**config.mk**
```make
export PLATFORM = sky130hd
export DESIGN_NAME = dither_sched
export DESIGN_NICKNAME = d
export VERILOG_FILES = /design/src/rtl/dither_pkg.sv /design/src/rtl/dither_field_seq.sv /design/src/rtl/dither_sched.sv
export SDC_FILE = /design/constraint.sdc
export NUM_CORES = 1
export LEC_CHECK = 0
export ABC_AREA = 1
export CELL_PAD_IN_SITES_DETAIL_PLACEMENT = 0
export CELL_PAD_IN_SITES_GLOBAL_PLACEMENT = 1
export CORE_MARGIN = 2
export CORE_UTILIZATION = 24
export CTS_CLUSTER_DIAMETER = 100
export DETAILED_ROUTE_END_ITERATION = 10
export PLACE_DENSITY_LB_ADDON = 0.1
export SLEW_MARGIN = 20
export SYNTH_ARGS = -nofsm -noshare
export SYNTH_HDL_FRONTEND = slang
export SYNTH_HIERARCHICAL = 1
export SYNTH_SLANG_ARGS = --single-unit
```
**constraint.sdc**
```tcl
create_clock -name clk -period 1.2 [get_ports clk]
set_clock_uncertainty 0.2 [all_clocks]
set_input_delay 0.24 -clock clk [delete_from_list [all_inputs] [get_ports clk]]
set_output_delay 0.24 -clock clk [all_outputs]
set_load 0.03 [all_outputs]
```
**src/rtl/dither_pkg.sv**
```systemverilog
// Shared constants and the per-channel dither cell for the 6-bit to 3-bit colour stage.
package dither_pkg;

  typedef logic [1:0] mode_t;

  localparam mode_t MODE_THRESH   = 2'd0;
  localparam mode_t MODE_STATIC   = 2'd1;
  localparam mode_t MODE_TEMPORAL = 2'd2;
  localparam mode_t MODE_FREEZE   = 2'd3;

  localparam mode_t RESET_MODE = MODE_STATIC;

  localparam int unsigned CFG_MODE_LSB = 0;
  localparam int unsigned CFG_MODE_MSB = 1;
  localparam int unsigned CFG_DIV_LSB  = 2;
  localparam int unsigned CFG_DIV_MSB  = 3;

  // Ordered 2x2 dither: level 2 lights a checkerboard, level 1 one pixel of four.
  function automatic logic dither_bit(input logic [1:0] lvl, input logic xo, input logic yo,
                                      input logic fld);
    logic res;
    unique case (lvl)
      2'd3:    res = 1'b1;
      2'd2:    res = xo ^ yo ^ fld;
      2'd1:    res = (xo ^ fld) & (yo ^ fld);
      default: res = 1'b0;
    endcase
    return res;
  endfunction

endpackage

```
**src/rtl/dither_field_seq.sv**
```systemverilog
// Per-frame dither field sequencer: vsync edge detect, config handshake and
// frame-boundary application of mode/divisor.
module dither_field_seq
  import dither_pkg::*;
(
  input  logic       clk_i,
  input  logic       reset_ni,
  input  logic       vsync_ni,
  input  logic       cfg_valid_i,
  input  logic [3:0] cfg_data_i,
  output logic       cfg_ready_o,
  output logic       field_o,
  output mode_t      mode_o,
  output logic       frame_start_o
);

  logic       vsync_q;
  logic       pending_q, pending_d;
  logic [3:0] pend_cfg_q, pend_cfg_d;
  mode_t      mode_q, mode_d;
  logic [1:0] div_q, div_d;
  logic [1:0] cnt_q, cnt_d;
  logic       field_q, field_d;
  logic       frame_start_q;
  logic       fe;
  logic       xfer;

  assign fe   = vsync_q & ~vsync_ni;
  assign xfer = cfg_valid_i & ~pending_q;

  always_comb begin
    field_d    = field_q;
    cnt_d      = cnt_q;
    mode_d     = mode_q;
    div_d      = div_q;
    pending_d  = pending_q;
    pend_cfg_d = pend_cfg_q;

    // A config captured on an edge cycle is only applied at the following edge.
    if (xfer) begin
      pending_d  = 1'b1;
      pend_cfg_d = cfg_data_i;
    end

    if (fe) begin
      case (mode_q)
        MODE_THRESH, MODE_STATIC: begin
          field_d = 1'b0;
          cnt_d   = 2'd0;
        end
        MODE_TEMPORAL: begin
          if (cnt_q == div_q) begin
            cnt_d   = 2'd0;
            field_d = ~field_q;
          end else begin
            cnt_d = cnt_q + 2'd1;
          end
        end
        default: ;
      endcase

      if (pending_q) begin
        mode_d    = pend_cfg_q[CFG_MODE_MSB:CFG_MODE_LSB];
        div_d     = pend_cfg_q[CFG_DIV_MSB:CFG_DIV_LSB];
        cnt_d     = 2'd0;
        pending_d = 1'b0;
      end
    end
  end

  always_ff @(posedge clk_i) begin
    if (!reset_ni) begin
      vsync_q       <= 1'b1;
      pending_q     <= 1'b0;
      pend_cfg_q    <= 4'd0;
      mode_q        <= RESET_MODE;
      div_q         <= 2'd0;
      cnt_q         <= 2'd0;
      field_q       <= 1'b0;
      frame_start_q <= 1'b0;
    end else begin
      vsync_q       <= vsync_ni;
      pending_q     <= pending_d;
      pend_cfg_q    <= pend_cfg_d;
      mode_q        <= mode_d;
      div_q         <= div_d;
      cnt_q         <= cnt_d;
      field_q       <= field_d;
      frame_start_q <= fe;
    end
  end

  assign cfg_ready_o   = ~pending_q;
  assign field_o       = field_q;
  assign mode_o        = mode_q;
  assign frame_start_o = frame_start_q;

endmodule

```
**src/rtl/dither_sched.sv**
```systemverilog
// Colour dither stage between rbzero and the VGA pins: 6-bit BBGGRR in, registered
// 3-bit BGR out with syncs delayed to stay aligned.
module dither_sched
  import dither_pkg::*;
#(
  parameter int unsigned H_VIS = 640,
  parameter int unsigned V_VIS = 480
) (
  input  logic       clk,
  input  logic       reset_n,
  input  logic       hsync_n,
  input  logic       vsync_n,
  input  logic [9:0] hpos,
  input  logic [9:0] vpos,
  input  logic [5:0] rgb6,
  input  logic       cfg_valid,
  input  logic [3:0] cfg_data,
  output logic       cfg_ready,
  output logic       hsync_n_o,
  output logic       vsync_n_o,
  output logic [2:0] rgb3,
  output logic       field,
  output logic       frame_start,
  output logic [1:0] mode
);

  mode_t      mode_w;
  logic       field_w;
  logic       blank;
  logic [2:0] pix;
  logic [2:0] rgb_q;
  logic       hs_q, vs_q;

  dither_field_seq u_seq (
    .clk_i         (clk),
    .reset_ni      (reset_n),
    .vsync_ni      (vsync_n),
    .cfg_valid_i   (cfg_valid),
    .cfg_data_i    (cfg_data),
    .cfg_ready_o   (cfg_ready),
    .field_o       (field_w),
    .mode_o        (mode_w),
    .frame_start_o (frame_start)
  );

  assign blank = (hpos >= 10'(H_VIS)) | (vpos >= 10'(V_VIS));

  always_comb begin
    pix = 3'b000;
    for (int k = 0; k < 3; k++) begin
      if (mode_w == MODE_THRESH) begin
        pix[k] = rgb6[2*k+1];
      end else begin
        pix[k] = dither_bit(rgb6[2*k +: 2], hpos[0], vpos[0], field_w);
      end
    end
  end

  always_ff @(posedge clk) begin
    if (!reset_n) begin
      rgb_q <= 3'b000;
      hs_q  <= 1'b1;
      vs_q  <= 1'b1;
    end else begin
      rgb_q <= blank ? 3'b000 : pix;
      hs_q  <= hsync_n;
      vs_q  <= vsync_n;
    end
  end

  assign rgb3      = rgb_q;
  assign hsync_n_o = hs_q;
  assign vsync_n_o = vs_q;
  assign field     = field_w;
  assign mode      = mode_w;

endmodule

```
==> metrics.cfg <==
[timing]
relSlewSlack_pct=88.5
finalHoldViolCount=0
period_minus_slack_ns=1.31
post-route-period-util_pct=109
fin_ws_ns=-0.107
rsz0062_at_grt=true
slew_viol_final=0
hold_slack_ns=0.123
tightest_slew_ns=0.172
max_freq_mhz=765
setup_viol=6

[synthesis]
yosys_warnings=6
ys_ff_latch=19
syn-instance-count=128
ys_types=19
synth_seq_area_share_pct=42.3
avgSynthCellArea_um2=7.02
syn_nets=163
synth_area_um2=898

[route]
vias_per_cell=4.15
ant_nets=0
drt-initial-drc-count=14
drc=0
wirelength_um=2220
vias=942
firstDrtPassIters=2
routedWlPerCell_um=9.76

[power]
total_leakage_power_nw=0.698
p_total_mw=1.52
peakVddDrop_uv=605
power.density_mw_per_mm2=992

[clock_network]
clkTransAtPathRegs_ns=0.07
clkLatencyLatePin_ns=0.25
cts_hold_buf=0
numCtsBuffers=3
cts_sinks=19
cts_tree=yes
ctsRootBufferMaster=clkbuf_8
max-clock-path-buffers=2
htreeDepth=1

[grt]
grt_max_degree=14
antenna_found_initial=0
grt_pass1_wl_um=3270
first_global_vias=828
overflow=0
grt_usage_pct=9.92

[layout]
final_net_count=215
seqCellArea_um2=398
multiInputGateArea_um2=474
nFillCells=409
num_antenna_cells=0
area_growth_pct=70.5
drive_gt1_share_pct=37.4
layout_commonest_cell=nand2_1
layout_common_cells=nand2_1, clkdlybuf4s50_1, inv_1

[floorplan]
core_area_mm2=0.00363
rows=22
io_pins=45
die_y_um=65.2
start_util_pct=24.7
die_area_mm2=0.00425
fp.dieW_um=65.2

[worst_hold_path]
hold_start=vsync_n
hold_path_class=in2reg
hold_end=vsync_n_o$_SDFF_PN1_
holdPathStages=3

[critical_path]
critPathRequiredTime_ns=0.76
end_kind=output port
rrSetupSlack_ns=-0.03
slowest_delay_ns=0.35
path_class=reg2out
cp.arrival_ns=0.87
path_cells=inv_4, buf_6, buf_6
cp_max_fo=2
reg2reg_depth=8
slowest_stage=dfxtp_2
cp-start-kind=register
reg2reg_from=u_seq/pending_q$_SDFF_PN0_
rr_endpoint=u_seq/cnt_q[1]$_SDFFE_PN0P_
cpMostUsedCell=buf_6

[place]
place_ws_ns=-0.410
io_buffer_count=34
dp_hpwl_um=1610
place_congestion=0.775

[run]
max-cap-violations=0

[status]
violations=setup timing
status=finished, violations left

## power breakdown
part	total, mW	switching, mW	internal (mW)
combinational	0.384	0.183	0.200
clock	0.443	0.208	0.236
sequential	0.691	0.0253	0.666
## how the worst max path moves through the flow
| stage | startpoint | to | slack [ns] | cells past startpoint |
|---|---|---|---|---|
| 2_1_floorplan | u_seq/mode_o[1]$_SDFFE_PN0P_ | rgb3[0]$_SDFF_PP0_ | 0.01 | 4 |
| 3_3_place_gp | vsync_n | u_seq/field_o$_SDFFE_PN0P_ | -0.39 | 8 |
| 3_5_place_dp | vsync_n | u_seq/field_o$_SDFFE_PN0P_ | -0.41 | 8 |
| 4_1_cts | u_seq/pending_q$_SDFF_PN0_ | cfg_ready | -0.12 | 3 |
| 5_1_grt | u_seq/pending_q$_SDFF_PN0_ | cfg_ready | -0.14 | 3 |
| 6_report | u_seq/pending_q$_SDFF_PN0_ | cfg_ready | -0.11 | 3 |
## synthesized netlist by cell type, drive strengths merged
library cell	number	area (um^2)
o21a	1	7.51
nand2	33	136
o21bai	2	15.0
nand3	13	80.1
dfxtp	19	380
buf	1	7.51
a211oi	1	7.51
or2	1	8.76
o21ai	7	35.0
nor2	18	85.1
clkinv	1	5.00
nand4	2	12.5
inv	22	82.6
a21oi	7	35.0
## critical path: cells and delay by family, from the launching register on
| kind | cells | cell delay (ns) |
|---|---|---|
| buf+inv | 3 | 0.26 |
| flops | 1 | 0.35 |
## cell type report
class                      count  area share (%)
clock buffer                   4            2.94
inverter                      23            6.05
multi-input combinational     85            31.0
sequential                    19            26.0
tap                           48            3.92
timing repair buffer          48            30.1
## kinds of logic after synthesis
kind of cell	after synthesis	synth area share, %
AOI/OAI and AO/OA	18	11.1
buffers and inverters	24	10.6
DFF	19	42.3
and+or+nand+nor	67	35.9
## sequential cells by signal, indices dropped and copies added, names as in the netlist
register / cells
u_seq/pend_cfg_q: 4
rgb3: 3
u_seq/cnt_q: 2
u_seq/div_q: 2
u_seq/mode_o: 2
hsync_n_o: 1
u_seq/field_o: 1
u_seq/frame_start_o: 1
u_seq/pending_q: 1
u_seq/vsync_q: 1
vsync_n_o: 1
## metrics by stage
step | TNS (ns) | util [%] | area [um^2] | cells
2_1_floorplan | 0 | - | 905 | 128
3_3_place_gp | -5.19 | 36.8 | 1340 | 216
3_5_place_dp | -5.38 | 36.8 | 1340 | 216
4_1_cts | -0.170 | 40.1 | 1460 | 226
5_1_grt | -0.612 | 42.1 | 1530 | 227
6_report | -0.187 | 42.1 | 1530 | 227
## per-layer routing
metal	global-route usage [%]	wire [um]	up-vias
li1	-	-	500
met1	10.0	884	420
met2	19.0	1220	20
met3	2.74	97	2
met4	3.91	14	0
met5	0	0	-
## what timing repair did
item / 4_1_cts / 5_1_grt
resized for setup: 15 / 29
setup buffers: 6 / 1
setup endpoints to repair: 15 / 15
pin swaps: 1 / 13
No activity file was read; power rests on OpenSTA's default activity.
